`config.mk`:
```
export PLATFORM = sky130hd
export DESIGN_NAME = transmit_flat
export DESIGN_NICKNAME = d
export VERILOG_FILES = /design/src/rtl/link_pkg.sv /design/src/rtl/transmit_if.sv /design/src/rtl/transmit_piso.sv /design/src/rtl/transmit.sv /design/src/flat_wrapper.sv
export SDC_FILE = /design/constraint.sdc
export NUM_CORES = 1
export LEC_CHECK = 0
export BUFFER_PORTS_ARGS = -buffer_cell sky130_fd_sc_hd__buf_2
export CORE_MARGIN = 4
export CORE_UTILIZATION = 55
export DETAILED_ROUTE_END_ITERATION = 10
export GPL_TIMING_DRIVEN = 0
export PLACE_DENSITY = 0.84
export SLEW_MARGIN = 20
export SYNTH_ARGS = -nofsm -noshare
export SYNTH_HDL_FRONTEND = slang
export SYNTH_SLANG_ARGS = --single-unit
export TNS_END_PERCENT = 1
```
`constraint.sdc`:
```
create_clock -name clk -period 2.56 [get_ports clk]
set_clock_uncertainty 0.2 [all_clocks]
set_input_delay 0.256 -clock clk [delete_from_list [all_inputs] [get_ports clk]]
set_output_delay 0.256 -clock clk [all_outputs]
set_load 0.01 [all_outputs]
```
`src/rtl/link_pkg.sv`:
```
// Frame constants and transmitter state encoding shared by both ends of the byte link.
package link_pkg;
    typedef enum logic [1:0] {IDLE, START, DATA, STOP} tx_state_t;

    localparam logic START_BIT  = 1'b0;
    localparam logic STOP_BIT   = 1'b1;
    localparam logic IDLE_LEVEL = 1'b1;
endpackage

```
`src/rtl/transmit_if.sv`:
```
// Parallel request side and serial line of the transmitter.
interface transmit_if #(parameter int DATA_BITS = 8);
    logic [DATA_BITS-1:0] data_in;
    logic                 send;
    logic                 data_out;
    logic                 busy;
    logic                 finish;

    modport master (output data_in, send, input data_out, busy, finish);
    modport slave  (input data_in, send, output data_out, busy, finish);
endinterface

```
`src/rtl/transmit_piso.sv`:
```
// Parallel-in serial-out shift register; LSB leaves first.
module piso #(
    parameter int DATA_BITS = 8
) (
    input  logic                 clk,
    input  logic                 reset,
    input  logic                 load_i,
    input  logic                 shift_i,
    input  logic [DATA_BITS-1:0] par_i,
    output logic                 ser_o,
    output logic                 next_o
);
    logic [DATA_BITS-1:0] sr_q, sr_d;

    always_comb begin
        sr_d = sr_q;
        if (load_i)       sr_d = par_i;
        else if (shift_i) sr_d = sr_q >> 1;
    end

    always_ff @(posedge clk) begin
        if (!reset) sr_q <= '0;
        else        sr_q <= sr_d;
    end

    assign ser_o = sr_q[0];

    // next_o is the bit that becomes ser_o after a shift, so the line register can
    // be loaded with it at the same edge.
    generate
        if (DATA_BITS > 1) begin : g_next
            assign next_o = sr_q[1];
        end else begin : g_next1
            assign next_o = 1'b0;
        end
    endgenerate
endmodule

```
`src/rtl/transmit.sv`:
```
// Asynchronous byte-link transmitter: start bit, DATA_BITS LSB-first, stop bit.
module transmit
    import link_pkg::*;
#(
    parameter int CLKS_PER_BIT = 16,
    parameter int DATA_BITS    = 8
) (
    input  logic        clk,
    input  logic        reset,
    transmit_if.slave   tx
);
    localparam int CW = $clog2(CLKS_PER_BIT);
    localparam int IW = $clog2(DATA_BITS + 1);
    localparam logic [CW-1:0] CNT_MAX  = CW'(CLKS_PER_BIT - 1);
    localparam logic [IW-1:0] IDX_LAST = IW'(DATA_BITS - 1);

    tx_state_t     state_q, state_d;
    logic [CW-1:0] cnt_q, cnt_d;
    logic [IW-1:0] idx_q, idx_d;
    logic          dout_q, dout_d;
    logic          busy_q, busy_d;
    logic          fin_q, fin_d;
    logic          load, shift, ser, ser_next;
    logic          bit_end;

    piso #(.DATA_BITS(DATA_BITS)) u_piso (
        .clk     (clk),
        .reset   (reset),
        .load_i  (load),
        .shift_i (shift),
        .par_i   (tx.data_in),
        .ser_o   (ser),
        .next_o  (ser_next)
    );

    assign bit_end = (cnt_q == CNT_MAX);

    // Outputs are computed for the next state so the line changes on the same
    // edge as the state, keeping every output a plain register.
    always_comb begin
        state_d = state_q;
        cnt_d   = cnt_q + 1'b1;
        idx_d   = idx_q;
        dout_d  = dout_q;
        busy_d  = busy_q;
        fin_d   = 1'b0;
        load    = 1'b0;
        shift   = 1'b0;
        unique case (state_q)
            IDLE: begin
                cnt_d  = '0;
                dout_d = IDLE_LEVEL;
                busy_d = 1'b0;
                if (tx.send) begin
                    state_d = START;
                    load    = 1'b1;
                    dout_d  = START_BIT;
                    busy_d  = 1'b1;
                end
            end
            START: begin
                dout_d = START_BIT;
                if (bit_end) begin
                    state_d = DATA;
                    cnt_d   = '0;
                    idx_d   = '0;
                    dout_d  = ser;
                end
            end
            DATA: begin
                dout_d = ser;
                if (bit_end) begin
                    cnt_d = '0;
                    shift = 1'b1;
                    idx_d = idx_q + 1'b1;
                    if (idx_q == IDX_LAST) begin
                        state_d = STOP;
                        dout_d  = STOP_BIT;
                    end else begin
                        dout_d  = ser_next;
                    end
                end
            end
            STOP: begin
                dout_d = STOP_BIT;
                if (bit_end) begin
                    state_d = IDLE;
                    cnt_d   = '0;
                    busy_d  = 1'b0;
                    fin_d   = 1'b1;
                end
            end
            default: state_d = IDLE;
        endcase
    end

    always_ff @(posedge clk) begin
        if (!reset) begin
            state_q <= IDLE;
            cnt_q   <= '0;
            idx_q   <= '0;
            dout_q  <= IDLE_LEVEL;
            busy_q  <= 1'b0;
            fin_q   <= 1'b0;
        end else begin
            state_q <= state_d;
            cnt_q   <= cnt_d;
            idx_q   <= idx_d;
            dout_q  <= dout_d;
            busy_q  <= busy_d;
            fin_q   <= fin_d;
        end
    end

    assign tx.data_out = dout_q;
    assign tx.busy     = busy_q;
    assign tx.finish   = fin_q;
endmodule

```
`src/flat_wrapper.sv`:
```
// flat-port wrapper written by rule: the top's interface ports become plain ports
module transmit_flat import link_pkg::*;
#(
    parameter int CLKS_PER_BIT = 16,
    parameter int DATA_BITS    = 8
)
  (clk, reset, tx_data_in, tx_send, tx_data_out, tx_busy, tx_finish);
  transmit_if #(.DATA_BITS(DATA_BITS)) tx_i ();
  input  logic clk;
  input  logic reset;
  input wire logic [$bits(tx_i.data_in)-1:0] tx_data_in;
  input wire logic [$bits(tx_i.send)-1:0] tx_send;
  output wire logic [$bits(tx_i.data_out)-1:0] tx_data_out;
  output wire logic [$bits(tx_i.busy)-1:0] tx_busy;
  output wire logic [$bits(tx_i.finish)-1:0] tx_finish;
  assign tx_i.data_in = tx_data_in;
  assign tx_i.send = tx_send;
  assign tx_data_out = tx_i.data_out;
  assign tx_busy = tx_i.busy;
  assign tx_finish = tx_i.finish;
  transmit #(.CLKS_PER_BIT(CLKS_PER_BIT), .DATA_BITS(DATA_BITS)) u_core (.clk(clk), .reset(reset), .tx(tx_i));
endmodule
```
==> impl_metrics.json, run 1 <==
{
  "die_area_sq_um": 2660,
  "synth_top_cell_area_share_pct": 40.3,
  "syn_area_per_cell_sq_um": 8.61,
  "synth-async-reset-ratio_pct": 0,
  "yosys.area.top_type": "dfxtp_1",
  "drtIter0Drc": 25,
  "hold_viol": 0,
  "status": "finished, final reports clean",
  "synthTopCellsByArea": "dfxtp_1, nand3_1, ha_1, o211a_1, nand2_1",
  "cts_tree": "done",
  "rsz0062_at_grt": "no",
  "area_growth_pct": 11.8,
  "ant_nets": 0,
  "required_ns": 2.58,
  "place.gp.congestion": 0.827,
  "slowest_stage": "a222oi_1",
  "startpoint_type": "register",
  "p_leak_nw": 0.543,
  "wire_per_inst_um": 12.4,
  "synthTopCellsByCount": "dfxtp_1, nand3_1, nand2_1",
  "grt_pass1_vias": 815,
  "drive_gt1_share_pct": 15.9,
  "cp-end-kind": "register",
  "p_int_mw": 0.624,
  "clock_latency_ns": 0.29,
  "switching_share_pct": 38.1,
  "drc": 0,
  "die_w_um": 51.5,
  "grt_pass1_wl_um": 3510,
  "worst_pin_slew_ns": 0.569,
  "cp.arrival_ns": 2.17,
  "synthCells": 121,
  "rows": 15,
  "syn_nets": 139,
  "setup_viol": 0,
  "cts.repair.resized": 0,
  "cts.sinks": 21,
  "routed_wl_um": 2020,
  "vias": 908,
  "cts_buffers": 3,
  "seq_area_sq_um": 420,
  "multiInputGateArea_sq_um": 569,
  "pre_cts_slack_ns": 0.422,
  "max-clock-path-buffers": 2,
  "power_density_nw_per_um2": 865,
  "crit_fanout": 4,
  "postCtsSetupRepairBufs": 0,
  "ioPinCount": 14,
  "grt_usage_pct": 17.3,
  "htreeDepth": 1,
  "setup_ws_ns": 0.410,
  "fmax_mhz": 465,
  "period_needed_ns": 2.15,
  "tns_ns": 0,
  "synth_cell_type_count": 35,
  "diodes": 0,
  "nets": 157,
  "clk_pin_slew_worst_paths_ns": 0.11,
  "synth_area_sq_um": 1040,
  "grt_max_degree": 12,
  "grt_overflow": 0,
  "synth_edf_count": 0,
  "cts-root-buf": "clkbuf_4",
  "dp_hpwl_um": 1550,
  "die_h_um": 51.5,
  "pwr-share-clk_pct": 15.4,
  "maxCapViolations": 0,
  "relSlewSlack_pct": 62.1,
  "p_seq_share_pct": 43.5,
  "core_sq_um": 1760,
  "max_stage_delay_ns": 0.54,
  "drv_slew": 0,
  "io_buffers": 13,
  "comb_power_share_pct": 41.1,
  "dr.pass1.iters": 4,
  "fin_crit_sh_pct": 84.0,
  "cp_cell_sequence": "inv_1, ha_1, or3_1, a222oi_1, o211ai_1, o21ai_0",
  "hold_path_class": "primary input to register",
  "crit_type": "register to register",
  "yosysSeqAreaShare_pct": 40.3,
  "nFillCells": 163,
  "start_util_pct": 59.1,
  "cts_hold_buf": 0,
  "ys_warn_count": 0,
  "ir_worst_vdd_mv": 0.621,
  "synth.most_common_cell": "dfxtp_1",
  "vias_per_cell": 5.57,
  "antenna_found_initial": 0,
  "switchingPower_mw": 0.384,
  "synth-seq-cells": 21,
  "synth-main-ff-cell": "dfxtp_1"
}
==> kinds of logic (layout without fill, tap and decap cells) <==
family,count (synthesis),in the layout,synth area share (%)
compound gates,26,26,19.0
flops,21,21,40.3
buf+inv,13,30,5.04
mux,2,2,2.04
simple gates,51,51,24.4
fa+ha+maj,7,7,8.40
xor+xnor,1,1,0.840
==> placed cells by master (no fill, tap or decap), types with 3 or more instances in the layout <==
cell type / instances
a21oi_1: 3
buf_2: 16
clkbuf_1: 5
clkbuf_4: 3
dfxtp_1: 21
ha_1: 7
inv_1: 6
nand2_1: 15
nand2b_1: 3
nand3_1: 19
nor2_1: 3
o211a_1: 7
o21ai_0: 4
==> worst max-delay path, delay by kind of cell (launching register included) <==
kind            cells  cell delay [ns]
compound gates      3             0.82
flops               1             0.39
simple gates        1             0.37
fa+ha+maj           1             0.21
buf+inv             1             0.09
==> through the flow <==
step / power, mW / instance area (sq um) / std cells / hold slack [ns] / utilization (%)
2_1_floorplan: 0.757 / 1040 / 121 / 0.218 / -
3_3_place_gp: 0.841 / 1140 / 159 / 0.258 / 64.5
3_5_place_dp: 0.859 / 1140 / 159 / 0.260 / 64.5
4_1_cts: 1.01 / 1160 / 163 / 0.0545 / 66.0
5_1_grt: 1.10 / 1160 / 163 / 0.0674 / 66.0
6_report: 1.01 / 1160 / 163 / 0.0586 / 66.0
==> worst paths after layout <==
check | to | start | depth (start not counted) | slack (ns)
worst max-delay path | u_core.state_q[0] | u_core.state_q[0] | 6 | 0.41
worst min-delay path | u_core.idx_q[3] | reset | 3 | 0.06
worst max register to register | u_core.state_q[0] | u_core.state_q[0] | 6 | 0.41
worst min register to register | u_core.tx.data_out | u_core.u_piso.sr_q[0] | 2 | 0.28
==> power by group through the flow <==
stage / Combinational, mW / Sequential (mW) / Clock [mW]
final: 0.414 / 0.438 / 0.156
after global routing: 0.480 / 0.448 / 0.168
after CTS: 0.415 / 0.439 / 0.157
after detailed placement: 0.412 / 0.447 / 0
after global placement: 0.399 / 0.441 / 0
after floorplan: 0.315 / 0.442 / 0
==> routing by layer <==
layer	routed length, um	up-vias	part of all wire (%)	GRT usage [%]
li1	-	467	-	-
met1	953	420	47	24.0
met2	949	19	47	26.9
met3	91	2	4.5	2.58
met4	23	0	1.1	6.99
met5	0	-	0	0
==> sequential cells by signal (all words and copies together), names as in the netlist <==
register	cells
u_core.tx.busy	1
u_core.tx.finish	1
u_core.idx_q	4
u_core.u_piso.sr_q	8
u_core.tx.data_out	1
u_core.state_q	2
u_core.cnt_q	4
==> cell type report <==
type                       count  share of cell area, %
timing repair buffer          13                   5.59
clock buffer                   4                   2.26
sequential                    21                   36.1
tap                           25                   2.69
multi-input combinational     87                   48.9
buffer                         7                   2.58
inverter                       6                   1.93
Note: power is estimated with default switching activity, not from simulation.
==> run 2: changes to the inputs <==
Settings changed: ABC_AREA set to 1, CORE_UTILIZATION 55 to 50, PLACE_DENSITY 0.84 to 0.8.
Clock period 2.56 ns to 1.8 ns, I/O delays scaled along.
==> impl_metrics.json, run 2 <==
{
  "hold_viol": 0,
  "synth.most_common_cell": "nand2_1",
  "nets": 190,
  "worst_pin_slew_ns": 0.438,
  "clk_pin_slew_worst_paths_ns": 0.12,
  "crit_type": "register to register",
  "grt_max_degree": 13,
  "final_common_cell": "nand2_1",
  "diodes": 0,
  "top_regs": "u_core.u_piso.sr_q: 8 flops, u_core.cnt_q: 4 flops, u_core.idx_q: 4 flops",
  "maxCapViolations": 0,
  "drv_slew": 0,
  "largest_reg_flops": 8,
  "vias_per_cell": 4.95,
  "syn_nets": 169,
  "gr-usage-met1_pct": 19.6,
  "fmax_mhz": 595,
  "period_needed_ns": 1.68,
  "status": "finished, final reports clean",
  "start_util_pct": 53.6,
  "vias": 981,
  "drtIter0Drc": 11,
  "ant_nets": 0,
  "regMostFlops": "u_core.u_piso.sr_q",
  "drive_gt1_share_pct": 18.1,
  "synthTopCellsByCount": "nand2_1, dfxtp_1, nor2_1",
  "nFillCells": 193,
  "met2_usage_pct": 29.5,
  "cp-end-kind": "register",
  "crit_fanout": 5,
  "area_growth_pct": 16.3,
  "die_h_um": 54.3,
  "syn_area_per_cell_sq_um": 7.11,
  "synth_top_cell_area_share_pct": 39.2,
  "p_leak_nw": 0.570,
  "cp.arrival_ns": 1.68,
  "htreeDepth": 1,
  "place.gp.congestion": 0.805,
  "startpoint_type": "register",
  "core_sq_um": 2000,
  "antenna_found_initial": 0,
  "yosysSeqAreaShare_pct": 39.2,
  "final-instance-count-excl-fill": 198,
  "most-common-layout-cells": "nand2_1, dfxtp_1, nor2_1, buf_2",
  "ys_warn_count": 0,
  "cts_tree": "done",
  "synthCells": 151,
  "clock_latency_ns": 0.30,
  "synth_edf_count": 0,
  "wire_per_inst_um": 10.3,
  "required_ns": 1.80,
  "dp_hpwl_um": 1560,
  "io_buffers": 13,
  "cts.sinks": 21,
  "dr.pass1.iters": 4,
  "ioPinCount": 14,
  "synth-main-ff-cell": "dfxtp_1",
  "relSlewSlack_pct": 70.8,
  "power_density_nw_per_um2": 1210,
  "grt_busiest_layer": "met2",
  "final_core_utilization_pct": 62.4,
  "synth_area_sq_um": 1070,
  "setup_viol": 0,
  "fin_crit_sh_pct": 93.3,
  "synthTopCellsByArea": "dfxtp_1, nand2_1, ha_1, a21oi_1, nor2_1",
  "grt_pass1_vias": 903,
  "globalRouteMet3Util_pct": 2.45,
  "grt_overflow": 0,
  "rows": 16,
  "grt_usage_pct": 16.3,
  "cts_buffers": 3,
  "cts-root-buf": "clkbuf_4",
  "synth_cell_type_count": 22,
  "die_w_um": 54.3,
  "die_area_sq_um": 2950,
  "max-clock-path-buffers": 2,
  "drc": 0,
  "ir_worst_vdd_mv": 0.674,
  "dp.cells": 191,
  "routed_wl_um": 2040,
  "whs_ns": 0.0105,
  "grt_pass1_wl_um": 3580,
  "yosys.area.top_type": "dfxtp_1",
  "hold_path_class": "primary input to register",
  "synth-seq-cells": 21,
  "synth-async-reset-ratio_pct": 0
}
-- run 2: cell count changes in the layout (fill, tap and decap cells not counted), sizes merged, moves of 3 or more --
cell	previous run	this run
nand2b	3	0
buf	16	13
o211a	7	0
a21oi	3	13
nand2	15	57
clkbuf	8	4
nand3	19	8
nor2	3	16
dlygate4sd3	0	3
inv	6	15
-- run 2: path summary, 6_finish.rpt --
| path | start | end | slack, ns | cells past startpoint |
|---|---|---|---|---|
| setup / recovery | u_core.state_q[0] | u_core.state_q[0] | 0.12 | 10 |
| hold / removal | tx_data_in[1] | u_core.u_piso.sr_q[1] | 0.01 | 5 |
| setup reg to reg | u_core.state_q[0] | u_core.state_q[0] | 0.12 | 10 |
| hold reg to reg | u_core.cnt_q[0] | u_core.cnt_q[0] | 0.27 | 1 |
-- run 2: power by group --
group          leakage (nW)  switching [mW]  internal, mW
Sequential            0.172          0.0543         0.550
Combinational         0.381           0.427         0.246
Clock                0.0177           0.146        0.0828
-- run 2: cells by family (layout without fill, tap and decap cells) --
logic type,Yosys count,after routing,share of synthesized area [%]
compound gates,20,20,11.3
flops,21,21,39.2
simple gates,85,85,34.1
xor+xnor,2,2,1.63
fa+ha+maj,7,7,8.16
buf+inv,16,36,5.59
-- run 2: cell type report --
class / instances / area (sq um) / share of cell area [%]
multi-input combinational: 114 / 611 / 48.9
sequential: 21 / 422 / 33.8
timing repair buffer: 16 / 95.1 / 7.62
inverter: 15 / 56.3 / 4.51
tap: 27 / 33.8 / 2.71
clock buffer: 3 / 22.5 / 1.80
clock inverter: 1 / 5.00 / 0.401
buffer: 1 / 3.75 / 0.301
-- run 2: repair_timing --
| action | 4_1_cts | 5_1_grt |
|---|---|---|
| gates resized for setup | 1 | 5 |
| endpoints found under the setup margin | 5 | 14 |
| cloned | 0 | 0 |
| buffers inserted | 0 | 0 |
| hold buffers | 3 | 0 |
| hold endpoints to repair | 7 | 0 |
-- run 2: stage by stage --
stage / cell area (sq um) / total power [mW] / setup TNS (ns) / worst slack (ns)
after global routing: 1250 / 1.63 / -0.00122 / -0.00122
after CTS: 1230 / 1.47 / 0 / 0.00347
after detailed placement: 1170 / 1.25 / -0.0391 / -0.0289
after floorplan: 1070 / 1.11 / 0 / 0.172
final: 1250 / 1.51 / 0 / 0.121
after global placement: 1170 / 1.22 / 0 / 0.0364
-- run 2: worst max-delay path, stage by stage (launching register included) --
cell and delay, ns:
dfxtp_2 0.38, inv_1 0.08, ha_2 0.23, inv_2 0.12
nand2_2 0.09, nand2_4 0.09, nand2_1 0.08, nor2_4 0.14
nand2_1 0.06, nand2_1 0.06, nor2_1 0.04
-- run 2: metal layers --
layer | part of all wire, % | wire length (um)
met5 | 0 | 0
met1 | 47 | 970
met3 | 3.0 | 62
met2 | 48 | 986
met4 | 1.1 | 23
==> run 3: changes to the inputs <==
Settings changed: SYNTH_HIERARCHICAL set to 1.
==> impl_metrics.json, run 3 <==
{
  "status": "finished, final reports clean",
  "worst_pin_slew_ns": 0.266,
  "synthAdderAreaFrac_pct": 6.86,
  "synth-simple-area-share_pct": 31.7,
  "comb_power_share_pct": 39.4,
  "synth_top_cell_area_share_pct": 38.4,
  "htreeDepth": 1,
  "drive_gt1_share_pct": 17.2,
  "clk_pin_slew_worst_paths_ns": 0.12,
  "vias": 1017,
  "io_buffers": 13,
  "synth-seq-cells": 21,
  "p_total_mw": 1.36,
  "synthCells": 153,
  "drv_slew": 0,
  "power_density_nw_per_um2": 1070,
  "synth_top_family_by_area": "simple AND/OR/NAND/NOR gates",
  "grt_overflow": 0,
  "clock_latency_ns": 0.29,
  "tns_ns": 0,
  "p_leak_nw": 0.615,
  "setup_ws_ns": 0.124,
  "nets": 192,
  "routed_wl_um": 2180,
  "relSlewSlack_pct": 82.2,
  "synth_cell_type_count": 26,
  "core_sq_um": 2020,
  "startpoint_type": "register",
  "final_core_utilization_pct": 62.7,
  "cp_cell_sequence": "ha_2, nand3_4, nor2_4, buf_6, nor2_8, nand2_1, nand3_1, nand2_1, inv_1",
  "crit_fanout": 8,
  "max-clock-path-buffers": 2,
  "place.gp.congestion": 0.932,
  "pwr-share-clk_pct": 16.2,
  "rows": 16,
  "cts.sinks": 21,
  "p_seq_share_pct": 44.4,
  "maxCapViolations": 0,
  "drtIter0Drc": 28,
  "synth.most_common_cell": "nand2_1",
  "yosys.area.top_type": "dfxtp_1",
  "synth-async-reset-ratio_pct": 0,
  "area_growth_pct": 15.9,
  "drc": 0,
  "ys_warn_count": 6,
  "pre_cts_slack_ns": 0.0564,
  "final_common_cell": "nand2_1",
  "ioPinCount": 14,
  "die_w_um": 54.8,
  "syn_area_per_cell_sq_um": 7.15,
  "regMostFlops": "u_core/u_piso/sr_q",
  "period_needed_ns": 1.68,
  "final-instance-count-excl-fill": 201,
  "synthMuxAreaShare_pct": 0,
  "grt_max_degree": 12,
  "cp-end-kind": "register",
  "fmax_mhz": 597,
  "switching_share_pct": 37.4,
  "synth_edf_count": 0,
  "grt_usage_pct": 16.4,
  "required_ns": 1.81,
  "synthTopCellsByArea": "dfxtp_1, nand2_1, inv_1, ha_1, a21oi_1",
  "dr.pass1.iters": 4,
  "syn_nets": 170,
  "grt_pass1_vias": 934,
  "synth_area_sq_um": 1090,
  "antenna_found_initial": 0,
  "cts_buffers": 3,
  "max_stage_delay_ns": 0.38,
  "die_area_sq_um": 3000,
  "top_regs": "u_core/u_piso/sr_q: 8 flops, u_core/cnt_q: 4 flops, u_core/idx_q: 4 flops",
  "synth-main-ff-cell": "dfxtp_1",
  "cp_common_cell": "nand2_1",
  "dp_hpwl_um": 1620,
  "die_h_um": 54.8,
  "ir_worst_vdd_mv": 0.688,
  "diodes": 0,
  "synth_compound_area_share_pct": 11.3,
  "cts-root-buf": "clkbuf_4",
  "fin_crit_sh_pct": 93.1,
  "vias_per_cell": 5.06,
  "hold_viol": 0,
  "cts_tree": "done",
  "hold_path_class": "primary input to register",
  "ant_nets": 0,
  "start_util_pct": 54.1,
  "cp.arrival_ns": 1.68,
  "yosysSeqAreaShare_pct": 38.4,
  "setup_viol": 0,
  "synthTopCellsByCount": "nand2_1, inv_1, dfxtp_1",
  "dp.cells": 193,
  "slowest_stage": "dfxtp_1",
  "rsz0062_at_grt": "no",
  "crit_type": "register to register",
  "most-common-layout-cells": "nand2_1, inv_1, dfxtp_1, buf_2, a21oi_1",
  "wire_per_inst_um": 10.8,
  "grt_pass1_wl_um": 3610,
  "switchingPower_mw": 0.509,
  "synth_xor_area_share_pct": 1.60,
  "p_int_mw": 0.850,
  "largest_reg_flops": 8
}
## run 3: cell type report
| type | instances | area [sq um] |
|---|---|---|
| Fill cell | 192 | 754 |
| Multi-Input combinational cell | 106 | 568 |
| Sequential cell | 21 | 420 |
| Timing Repair Buffer | 17 | 105 |
| Inverter | 24 | 91.3 |
| Tap cell | 27 | 33.8 |
| Clock buffer | 4 | 26.3 |
| Buffer | 2 | 22.5 |
## run 3: what timing repair did
item                                   in CTS  in global routing
hold buffers                                4                  0
endpoints found under the hold margin       4                  0
setup endpoints to repair                   0                  8
setup buffers                               0                  0
resized for setup                           0                  3
## run 3: stage by stage
step	hold slack (ns)	cell area, sq um
detailed placement	0.243	1190
finish	0.0125	1270
floorplan	0.0776	1090
CTS	0.000420	1260
global route	0.0106	1270
global placement	0.228	1190
## run 3: per-layer routing
layer  track usage, %  part of all wire [%]  up-vias
met5                0                     0        -
met4             6.64                  0.32        0
met2             31.1                    51       28
met1             17.8                    44      467
li1                 -                     -      520
met3             2.45                   5.3        2
## run 3: cells by family after synthesis
group                    Yosys count
AND/OR/NAND/NOR                   77
buffers and inverters             26
AO/OA/AOI/OAI                     21
flip-flops                        21
adder cells (fa/ha/maj)            6
XOR/XNOR                           2
## run 3: critical path: cells and delay by family, from the launching register on
family	cells	cell delay, ns
and+or+nand+nor	6	0.56
DFF	1	0.38
adders and majority gates	1	0.24
buffers and inverters	2	0.21
## run 3: power groups by stage
stage | Sequential [mW] | Combinational (mW) | Clock [mW]
floorplan | 0.609 | 0.407 | 0
detailed placement | 0.613 | 0.525 | 0
CTS | 0.603 | 0.534 | 0.228
global route | 0.612 | 0.606 | 0.247
finish | 0.603 | 0.536 | 0.220
global placement | 0.607 | 0.500 | 0
## run 3: worst paths after layout
path / cells after the start / to / slack, ns / startpoint
setup reg to reg: 9 / u_core/u_piso/sr_q[0] / 0.12 / u_core/cnt_q[0]
hold / removal: 5 / u_core/u_piso/sr_q[2] / 0.01 / tx_data_in[2]
hold reg to reg: 1 / u_core/cnt_q[0] / 0.27 / u_core/cnt_q[0]
setup / recovery: 9 / u_core/u_piso/sr_q[0] / 0.12 / u_core/cnt_q[0]
